### src/rtl/mem_access_stage.sv
// MEM stage of the 5-stage MIPS pipeline: data-memory access over a request/ready bus,
// branch resolution, and the MEM/WB pipeline register. Stalls upstream while an access is in flight.
module mem_access_stage #(
  parameter int MAX_WAIT = 15,
  parameter int CNT_W    = 8
) (
  input  logic        clk,
  input  logic        reset,
  input  logic        regwrite_in,
  input  logic        memtoreg_in,
  input  logic        memwrite_in,
  input  logic        memread_in,
  input  logic        branch_in,
  input  logic [31:0] branch_addr_in,
  input  logic        zero_in,
  input  logic [31:0] alu_result_in,
  input  logic [31:0] write_data_in,
  input  logic [4:0]  write_reg_in,
  output logic        dmem_req,
  output logic        dmem_we,
  output logic [31:0] dmem_addr,
  output logic [31:0] dmem_wdata,
  input  logic [31:0] dmem_rdata,
  input  logic        dmem_ready,
  output logic        stall_out,
  output logic        pc_src,
  output logic [31:0] branch_target,
  output logic        flush_out,
  output logic        regwrite_out,
  output logic        memtoreg_out,
  output logic [31:0] read_data_out,
  output logic [31:0] alu_result_out,
  output logic [4:0]  write_reg_out,
  output logic        misalign_err,
  output logic        timeout_err
);

  typedef enum logic [1:0] {
    S_IDLE = 2'd0,
    S_WAIT = 2'd1,
    S_DONE = 2'd2
  } state_t;

  state_t            r_state;
  state_t            w_state_next;
  logic [CNT_W-1:0]  r_cnt;
  logic              r_abort;
  logic [31:0]       r_buf;
  logic              r_dmem_req;
  logic              r_dmem_we;
  logic [31:0]       r_dmem_addr;
  logic [31:0]       r_dmem_wdata;

  logic w_mem_op;
  logic w_misaligned;
  logic w_launch;
  logic w_timeout_hit;

  assign w_mem_op      = memread_in | memwrite_in;
  assign w_misaligned  = w_mem_op & (alu_result_in[1:0] != 2'b00);
  assign w_launch      = (r_state == S_IDLE) & w_mem_op & ~w_misaligned;
  assign w_timeout_hit = (r_state == S_WAIT) & ~dmem_ready & (r_cnt == CNT_W'(MAX_WAIT - 1));

  always_ff @(posedge clk) begin
    if (reset) r_state <= S_IDLE;
    else       r_state <= w_state_next;
  end

  always_comb begin
    w_state_next = r_state;
    case (r_state)
      S_IDLE:  if (w_launch) w_state_next = S_WAIT;
      S_WAIT:  if (dmem_ready || w_timeout_hit) w_state_next = S_DONE;
      S_DONE:  w_state_next = S_IDLE;
      default: w_state_next = S_IDLE;
    endcase
  end

  always_comb begin
    stall_out     = ~reset & (w_launch | (r_state == S_WAIT));
    pc_src        = branch_in & zero_in & ~stall_out & ~reset;
    flush_out     = pc_src;
    branch_target = reset ? 32'd0 : branch_addr_in;
  end

  // Bus side: request fields are launched from IDLE and held stable until ready or abort.
  always_ff @(posedge clk) begin
    if (reset) begin
      r_dmem_req   <= 1'b0;
      r_dmem_we    <= 1'b0;
      r_dmem_addr  <= 32'd0;
      r_dmem_wdata <= 32'd0;
      r_cnt        <= '0;
      r_abort      <= 1'b0;
      r_buf        <= 32'd0;
    end else begin
      case (r_state)
        S_IDLE: begin
          if (w_launch) begin
            r_dmem_req   <= 1'b1;
            r_dmem_we    <= memwrite_in;
            r_dmem_addr  <= alu_result_in;
            r_dmem_wdata <= write_data_in;
            r_cnt        <= '0;
            r_buf        <= 32'd0;
          end
        end
        S_WAIT: begin
          if (dmem_ready) begin
            r_dmem_req <= 1'b0;
            r_dmem_we  <= 1'b0;
            if (!r_dmem_we) r_buf <= dmem_rdata;
          end else if (w_timeout_hit) begin
            r_dmem_req <= 1'b0;
            r_dmem_we  <= 1'b0;
            r_buf      <= 32'd0;
            r_abort    <= 1'b1;
          end else begin
            r_cnt <= r_cnt + 1'b1;
          end
        end
        S_DONE:  r_abort <= 1'b0;
        default: r_abort <= 1'b0;
      endcase
    end
  end

  assign dmem_req   = r_dmem_req;
  assign dmem_we    = r_dmem_we;
  assign dmem_addr  = r_dmem_addr;
  assign dmem_wdata = r_dmem_wdata;

  // MEM/WB register: a stall cycle inserts a bubble while data fields hold.
  always_ff @(posedge clk) begin
    if (reset) begin
      regwrite_out   <= 1'b0;
      memtoreg_out   <= 1'b0;
      read_data_out  <= 32'd0;
      alu_result_out <= 32'd0;
      write_reg_out  <= 5'd0;
      misalign_err   <= 1'b0;
      timeout_err    <= 1'b0;
    end else if (stall_out) begin
      regwrite_out <= 1'b0;
      memtoreg_out <= 1'b0;
      misalign_err <= 1'b0;
      timeout_err  <= 1'b0;
    end else begin
      memtoreg_out   <= memtoreg_in;
      alu_result_out <= alu_result_in;
      write_reg_out  <= write_reg_in;
      read_data_out  <= (r_state == S_DONE) ? r_buf : 32'd0;
      regwrite_out   <= regwrite_in & ~w_misaligned & ~r_abort;
      misalign_err   <= w_misaligned;
      timeout_err    <= (r_state == S_DONE) & r_abort;
    end
  end

endmodule

### config.mk
export PLATFORM = sky130hd
export DESIGN_NAME = mem_access_stage
export DESIGN_NICKNAME = d
export VERILOG_FILES = /design/src/rtl/mem_access_stage.sv
export SDC_FILE = /design/constraint.sdc
export NUM_CORES = 1
export LEC_CHECK = 0
export ABC_AREA = 1
export BUFFER_PORTS_ARGS = -buffer_cell sky130_fd_sc_hd__buf_2
export CORE_ASPECT_RATIO = 0.6
export CORE_MARGIN = 4
export CORE_UTILIZATION = 47
export DETAILED_ROUTE_END_ITERATION = 12
export PLACE_DENSITY = 0.92
export SLEW_MARGIN = 20
export SYNTH_ARGS = -nofsm -noshare
export SYNTH_HDL_FRONTEND = slang
export SYNTH_SLANG_ARGS = --single-unit
### constraint.sdc
create_clock -name clk -period 1.94 [get_ports clk]
set_input_delay 0.097 -clock clk [delete_from_list [all_inputs] [get_ports clk]]
set_output_delay 0.097 -clock clk [all_outputs]
set_load 0.02 [all_outputs]
==> results of run 1 <==
==> state kept, by name, indices dropped and copies added (netlist names), 2 cells and up <==
signal / cells
read_data_out: 32
r_state: 2
dmem_addr: 32
r_buf: 32
write_reg_out: 5
alu_result_out: 32
dmem_wdata: 32
r_cnt: 8
==> layer usage <==
layer | share of wire | GRT usage | wire length, um | vias to the layer above
met5 | 0.00075 | 0 | 17 | -
met4 | 0.034 | 0.118 | 758 | 2
met3 | 0.074 | 0.0598 | 1660 | 65
met2 | 0.49 | 0.456 | 11000 | 365
met1 | 0.40 | 0.298 | 9090 | 3391
li1 | - | - | - | 3696
==> cell type report <==
class | instances | area, sq um
timing repair buffer | 403 | 2500
sequential | 182 | 3640
multi-input combinational | 582 | 2530
clock buffer | 19 | 453
fill | 1128 | 4480
inverter | 149 | 562
tap | 198 | 248
clock inverter | 13 | 129
==> power breakdown <==
group          internal (mW)  switching [mW]
clock                   1.78            1.60
sequential              3.96           0.116
combinational          0.551           0.862
total                   6.29            2.58
==> cell families (layout without fill, tap and decap cells) <==
group / Yosys count / after routing
and+or+nand+nor: 409 / 409
AOI/OAI and AO/OA: 171 / 171
adders and majority gates: 2 / 2
buffers and inverters: 207 / 584
DFF: 182 / 182
==> what timing repair did <==
action / in CTS / in global routing
hold buffers: 70 / 0
pin swaps: 0 / 1
hold endpoints to repair: 92 / 0
gates cloned: 2 / 0
gates resized for setup: 0 / 1
setup buffers: 0 / 2
setup endpoints to repair: 1 / 1
==> per-stage QoR <==
stage | cell area (sq um) | setup slack, ns | hold WS, ns | std cells | setup TNS [ns]
final | 10100 | 0.118 | 0.0281 | 1546 | 0
after floorplan | 7030 | 0.511 | 0.207 | 971 | 0
after detailed placement | 8700 | 0.254 | 0.298 | 1440 | 0
after CTS | 10000 | 0.0277 | 0.00130 | 1544 | 0
after global routing | 10100 | -0.000128 | 0.0181 | 1546 | -0.000128
after global placement | 8700 | 0.313 | 0.292 | 1440 | 0
==> worst paths after layout <==
path / start / slack [ns] / cells after the start / end
max: memwrite_in / 0.12 / 10 / stall_out
min: write_data_in[29] / 0.03 / 3 / dmem_wdata[29]
max reg2reg: r_state[1] / 0.24 / 6 / dmem_wdata[25]
min reg2reg: dmem_addr[0] / 0.43 / 2 / dmem_addr[0]
==> critical path, delay by kind of cell <==
kind	cells	cell delay [ns]
and+or+nand+nor	4	0.42
buffers and inverters	6	1.20
==> Yosys cell counts <==
cell type  count
clkbuf_2       1
nor2_4         2
clkbuf_1      20
ha_1           2
nand3_1       44
nor2_2         3
inv_1        144
buf_2         26
buf_1          2
dfxtp_1      182
buf_4          4
inv_4          1
a211oi_1       1
o21ai_0       94
a21oi_1       75
nor2_1       112
nand2_2        2
nand2_1      240
a21oi_2        1
nand4_1        2
nor3_1         2
nand3_2        1
buf_6          5
or2_0          1
inv_2          4
==> flow_metrics.env, run 1 <==
export IMPL_final_hold_viol_count=0
export IMPL_die_height_um=103
export IMPL_max_vdd_ir_drop_mv=0.639
export IMPL_grt_max_degree=98
export IMPL_critPathMaxFanout=18
export IMPL_syn_num_nets=1115
export IMPL_final_common_cell="buf_2"
export IMPL_cp_start_kind="primary input"
export IMPL_synth_top_family_by_area="simple AND/OR/NAND/NOR gates"
export IMPL_die_area_sq_um=17000
export IMPL_portBuffers=315
export IMPL_tightest_slew_ns=0.726
export IMPL_yosysSeqAreaShare=0.518
export IMPL_yosysTopAreaCell="dfxtp_1"
export IMPL_antenna_found_initial=1
export IMPL_first_pass_iters=5
export IMPL_power_mw=8.87
export IMPL_utilization=0.692
export IMPL_synth_warnings=0
export IMPL_path_class="in -> out"
export IMPL_synthSimpleGateAreaFrac=0.232
export IMPL_avgViaCountPerCell=4.86
export IMPL_arrival_ns=1.72
export IMPL_yosysTopAreaCellShare=0.518
export IMPL_cts_tree="yes"
export IMPL_drt_iter0_drc=601
export IMPL_antennaDiodeCount=0
export IMPL_hold_path_class="in -> reg"
export IMPL_netlist_area_sq_um=7030
export IMPL_outcome="finished clean"
export IMPL_clkSinkCount=182
export IMPL_die_w_um=166
export IMPL_synthMuxAreaShare=0
export IMPL_grt_pass1_vias=7131
export IMPL_start_util=0.483
export IMPL_postRouteAntennaNets=0
export IMPL_cts_root_buf="clkbuf_16"
export IMPL_synth_seq_cells=182
export IMPL_slowest_delay_ns=0.55
export IMPL_max_cap_violations=0
export IMPL_powerDensity_nw_per_um2=881
export IMPL_clk_path_buf_depth=2
export IMPL_grt_ovfl_total=0
export IMPL_fin_skew_ns=0.0129
export IMPL_final_cell_mix="buf_2, nand2_1, dfxtp_1"
export IMPL_fmax_ghz=0.549
export IMPL_area_growth_pct=43.2
export IMPL_synthXorXnorAreaFrac=0
export IMPL_clk_latency_ns=0.42
export IMPL_drc=0
export IMPL_layout_nets=1479
export IMPL_setup_violations=0
export IMPL_dp_hpwl_um=14200
export IMPL_ys_types=25
export IMPL_gp_congestion=0.846
export IMPL_synthCells=971
export IMPL_grt_pass1_wl_um=35100
export IMPL_path_clk_slew_ns=0.08
export IMPL_leakage_nw=5.07
export IMPL_drive_above_1_share=0.282
export IMPL_pin_count=316
export IMPL_core_area_sq_um=14500
export IMPL_endpoint_kind="primary output"
export IMPL_grtUsageTotal=0.255
export IMPL_slowest_stage="dlygate4sd3_1"
export IMPL_wirelength_um=22600
export IMPL_htree_levels=4
export IMPL_period_share=0.939
export IMPL_crit_chain="dlygate4sd3_1, buf_2, inv_1, nand2_1, nand3_4, nand2_2, nand2_1, inv_2, buf_12, buf_2"
export IMPL_synth_compound_area_share=0.123
export IMPL_maxSlewViolCount=0
export IMPL_critPathRequiredTime_ns=1.84
export IMPL_num_vias=7519
export IMPL_synthAdderAreaFrac=0.00356
export IMPL_synthesis_area_per_instance_sq_um=7.24
export IMPL_rows=34
export IMPL_numCtsBuffers=17
export IMPL_wl_per_cell_um=14.6
export IMPL_final_min_clock_period_ns=1.82
export IMPL_synthTopCellsByArea="dfxtp_1, nand2_1, inv_1"
export IMPL_slew_headroom=0.515
(Power assumes the default switching activity.)
==> run 2: changes to the inputs <==
--- a/config.mk
+++ b/config.mk
@@ -12,6 +12,7 @@
 export CORE_UTILIZATION = 47
 export DETAILED_ROUTE_END_ITERATION = 12
 export PLACE_DENSITY = 0.92
+export RECOVER_POWER = 100
 export SLEW_MARGIN = 20
 export SYNTH_ARGS = -nofsm -noshare
 export SYNTH_HDL_FRONTEND = slang
==> run 2 against run 1 <==
Effect of this change:
- worst setup slack improved by 0.0064 ns
- routed wire length up 0.21%
- critical path depth decreased by 1
- critical path type unchanged
- maximum frequency up 0.35%
- cell count unchanged
- utilization is 1.5 points lower
- global-route usage is the same
- die area unchanged
- sequential share of layout area up 0.81 points
- total power down 0.53%
- non-clock buffer count unchanged
- clock skew shrank 0.00080 ns
==> flow_metrics.env, run 2 (synthesis results as in run 1) <==
export IMPL_critPathRequiredTime_ns=1.84
export IMPL_tightest_slew_ns=0.871
export IMPL_endpoint_kind="primary output"
export IMPL_wirelength_um=22600
export IMPL_slowest_delay_ns=0.55
export IMPL_core_area_sq_um=14500
export IMPL_postRouteAntennaNets=0
export IMPL_slowest_stage="dlygate4sd3_1"
export IMPL_clkSinkCount=182
export IMPL_rrSetupSlack_ns=0.21
export IMPL_drive_above_1_share=0.155
export IMPL_rows=34
export IMPL_grt_pass1_wl_um=35100
export IMPL_drc=0
export IMPL_pin_count=316
export IMPL_period_share=0.936
export IMPL_num_vias=7524
export IMPL_slew_headroom=0.419
export IMPL_setup_tns_ns=0
export IMPL_hold_path_class="in -> reg"
export IMPL_rsz0062_at_grt="false"
export IMPL_path_class="in -> out"
export IMPL_final_cell_area_sq_um=9850
export IMPL_antenna_found_initial=1
export IMPL_place_area_sq_um=8700
export IMPL_antennaDiodeCount=0
export IMPL_avgViaCountPerCell=4.87
export IMPL_first_pass_iters=5
export IMPL_crit_chain="dlygate4sd3_1, buf_2, inv_1, nand2_1, nand3_4, nand3_1, buf_4, nor2_1, clkbuf_2"
export IMPL_area_growth_pct=40.0
export IMPL_fmax_ghz=0.551
export IMPL_holdWs_ns=0.0344
export IMPL_maxSlewViolCount=0
export IMPL_cp_num_buf_inv=5
export IMPL_leakage_nw=4.39
export IMPL_clk_path_buf_depth=2
export IMPL_cts_tree="yes"
export IMPL_dp_cells=1440
export IMPL_numCtsBuffers=17
export IMPL_die_w_um=166
export IMPL_powerDensity_nw_per_um2=896
export IMPL_htree_levels=4
export IMPL_die_height_um=103
export IMPL_arrival_ns=1.72
export IMPL_portBuffers=315
export IMPL_grt_util_met1=0.298
export IMPL_dp_slack_ns=0.254
export IMPL_busiest_layer="met2"
export IMPL_final_common_cell="nand2_1"
export IMPL_critPathMaxFanout=7
export IMPL_final_cell_mix="nand2_1, dfxtp_1, clkbuf_1"
export IMPL_max_vdd_ir_drop_mv=0.639
export IMPL_setup_violations=0
export IMPL_grt_ovfl_total=0
export IMPL_final_cells=1546
export IMPL_final_min_clock_period_ns=1.82
export IMPL_final_hold_viol_count=0
export IMPL_cts_root_buf="clkbuf_16"
export IMPL_dp_hpwl_um=14200
export IMPL_start_util=0.483
export IMPL_outcome="finished clean"
export IMPL_drt_iter0_drc=607
export IMPL_cp_start_kind="primary input"
export IMPL_path_clk_slew_ns=0.07
export IMPL_layout_nets=1479
export IMPL_gp_congestion=0.846
export IMPL_max_cap_violations=0
export IMPL_grt_max_degree=98
export IMPL_power_mw=8.82
export IMPL_fin_skew_ns=0.0121
export IMPL_critical_path_top_delay_family="buffers and inverters"
export IMPL_grt_pass1_vias=7131
export IMPL_utilization=0.677
export IMPL_die_area_sq_um=17000
export IMPL_grt_util_met2=0.456
export IMPL_fin_ws_ns=0.125
export IMPL_use_met3=0.0598
export IMPL_wl_per_cell_um=14.6
export IMPL_clk_latency_ns=0.42
export IMPL_grtUsageTotal=0.255
-- run 2: path summary, 6_finish.rpt --
check,startpoint,end,depth (start not counted)
max,memwrite_in,flush_out,9
max reg2reg,r_cnt[0],r_buf[15],11
min reg2reg,dmem_addr[0],dmem_addr[0],2
min,dmem_rdata[18],r_buf[18],5
-- run 2: area by class of cell --
cell class / count / area (sq um)
Tap cell: 198 / 248
Timing Repair Buffer: 403 / 2280
Clock inverter: 13 / 129
Multi-Input combinational cell: 582 / 2530
Clock buffer: 19 / 453
Inverter: 149 / 562
Sequential cell: 182 / 3640
Fill cell: 1225 / 4700
-- run 2: routing by layer --
| metal | vias up | routed length [um] |
|---|---|---|
| met5 | - | 17 |
| met4 | 2 | 770 |
| met3 | 60 | 1690 |
| met2 | 361 | 11000 |
| met1 | 3403 | 9110 |
| li1 | 3698 | - |
-- run 2: power by group --
part | internal (mW) | leakage [nW] | switching (mW)
logic | 0.497 | 2.62 | 0.865
registers | 3.96 | 1.49 | 0.121
clock network | 1.78 | 0.282 | 1.60
-- run 2: worst reg2reg max path, stage by stage, from the launching register on --
cell and delay [ns]:
dfxtp_1 0.33, inv_1 0.08, ha_1 0.17, nand2_1 0.06, nor2_1 0.14, nand2_1 0.08
nand2_2 0.15, nand2_1 0.15, nor2_4 0.13, buf_12 0.20, nor2_1 0.06, nor2_1 0.11
-- run 2: what timing repair did --
item / 4_1_cts / 5_1_grt
hold buffers: 70 / 0
setup endpoints to repair: 1 / 1
gates cloned: 2 / 0
endpoints found under the hold margin: 92 / 0
buffers inserted: 0 / 2
resized for setup: 0 / 1
pin swaps: 0 / 1
==> run 3: changes to the inputs <==
--- a/config.mk
+++ b/config.mk
@@ -7,7 +7,6 @@
 export LEC_CHECK = 0
 export ABC_AREA = 1
 export BUFFER_PORTS_ARGS = -buffer_cell sky130_fd_sc_hd__buf_2
-export CORE_ASPECT_RATIO = 0.6
 export CORE_MARGIN = 4
 export CORE_UTILIZATION = 47
 export DETAILED_ROUTE_END_ITERATION = 12
==> run 3 against run 2 <==
Effect of this change:
- global-route usage is 0.99 points higher
- critical path type unchanged
- sequential share of layout area is essentially flat
- sequential cell count unchanged
==> flow_metrics.env, run 3 (synthesis results as in run 1) <==
export IMPL_period_share=0.941
export IMPL_path_clk_slew_ns=0.07
export IMPL_pin_count=316
export IMPL_slowest_stage="dlygate4sd3_1"
export IMPL_leakage_nw=4.39
export IMPL_critPathRequiredTime_ns=1.84
export IMPL_endpoint_kind="primary output"
export IMPL_drive_above_1_share=0.151
export IMPL_num_vias=7540
export IMPL_path_class="in -> out"
export IMPL_grt_pass1_wl_um=35400
export IMPL_powerDensity_nw_per_um2=930
export IMPL_layout_nets=1475
export IMPL_grt_max_degree=131
export IMPL_die_height_um=130
export IMPL_slew_headroom=0.408
export IMPL_path_common_cell="nand2_1"
export IMPL_hold_path_class="in -> reg"
export IMPL_fmax_ghz=0.548
export IMPL_drc=0
export IMPL_cp_start_kind="primary input"
export IMPL_fin_skew_ns=0.0144
export IMPL_final_hold_viol_count=0
export IMPL_clkSinkCount=182
export IMPL_rows=44
export IMPL_final_cells=1530
export IMPL_cts_tree="yes"
export IMPL_numCtsBuffers=17
export IMPL_antenna_found_initial=3
export IMPL_max_vdd_ir_drop_mv=0.638
export IMPL_dp_hpwl_um=14400
export IMPL_grt_pass1_vias=7379
export IMPL_setup_tns_ns=0
export IMPL_holdWs_ns=0.0275
export IMPL_area_growth_pct=40.2
export IMPL_die_area_sq_um=17000
export IMPL_start_util=0.482
export IMPL_cts_root_buf="clkbuf_16"
export IMPL_avgViaCountPerCell=4.93
export IMPL_critPathMaxFanout=11
export IMPL_slowest_delay_ns=0.56
export IMPL_clk_path_buf_depth=2
export IMPL_rrSetupSlack_ns=0.25
export IMPL_cp_depth=9
export IMPL_wirelength_um=23100
export IMPL_post_cts_buffers=0
export IMPL_rsz0062_at_grt="false"
export IMPL_crit_chain="dlygate4sd3_1, clkbuf_1, inv_1, nand2_1, nand3_4, nand2_1, nand2_1, inv_2, clkbuf_2"
export IMPL_setup_violations=0
export IMPL_outcome="finished clean"
export IMPL_htree_levels=4
export IMPL_whs_path_depth=5
export IMPL_arrival_ns=1.73
export IMPL_postRouteAntennaNets=0
export IMPL_utilization=0.676
export IMPL_tightest_slew_ns=0.887
export IMPL_clk_latency_ns=0.43
export IMPL_final_common_cell="nand2_1"
export IMPL_final_cell_mix="nand2_1, dfxtp_1, clkbuf_1"
export IMPL_core_area_sq_um=14600
export IMPL_maxSlewViolCount=0
export IMPL_reg2reg_depth=6
export IMPL_grtUsageTotal=0.265
export IMPL_grt_ovfl_total=0
export IMPL_portBuffers=315
export IMPL_drt_iter0_drc=415
export IMPL_dp_cells=1423
export IMPL_wl_per_cell_um=15.1
export IMPL_cp_num_buf_inv=5
export IMPL_final_min_clock_period_ns=1.83
export IMPL_first_pass_iters=5
export IMPL_die_w_um=130
export IMPL_max_cap_violations=0
export IMPL_critical_path_top_delay_family="buffers and inverters"
export IMPL_gp_congestion=0.874
run 3: worst paths after layout:
path / from / endpoint
setup / recovery: memwrite_in / stall_out
hold / removal: dmem_rdata[26] / r_buf[26]
setup reg to reg: r_state[1] / write_reg_out[4]
hold reg to reg: dmem_addr[1] / dmem_addr[1]
run 3: layer usage:
layer  wire length (um)  vias to the layer above  part of all wire  global-route usage
li1                   -                     3687                 -                   -
met1               8320                     3349              0.36               0.273
met2              11800                      408              0.51               0.493
met3               1810                       94             0.078              0.0565
met4               1120                        2             0.048               0.152
met5                 13                        -           0.00056                   0
run 3: through the flow:
stage	instance area, sq um	power (mW)	setup WS [ns]
2_1_floorplan	7030	4.91	0.511
3_3_place_gp	8690	5.36	0.233
4_1_cts	10100	9.22	0.00565
3_5_place_dp	8690	5.40	0.214
5_1_grt	9860	9.51	0.0161
6_report	9860	9.17	0.115
run 3: layout make-up:
class / count / area (sq um)
well taps: 184 / 230
multi-input cells: 582 / 2540
fillers: 1175 / 4730
diodes: 2 / 5.00
clock buffers: 17 / 425
clock inverters: 15 / 218
repair buffers: 399 / 2230
flip-flops and latches: 182 / 3640
inverters: 149 / 562
run 3: repair_timing:
| item | CTS | global route |
|---|---|---|
| setup endpoints to repair | 0 | 35 |
| hold buffers | 73 | 0 |
| resized for setup | 0 | 3 |
| hold endpoints to repair | 93 | 0 |
run 3: power breakdown:
part	switching [mW]	internal, mW	total, mW
sequential	0.127	3.96	4.09
combinational	0.865	0.481	1.35
clock	1.54	2.20	3.74
run 3: worst reg2reg max path: stages (launching register included):
cell	delay [ns]
dfxtp_1	0.43
nor2_2	0.07
nand3_4	0.12
nand3_1	0.16
inv_2	0.57
nand2_1	0.17
nand2_1	0.11
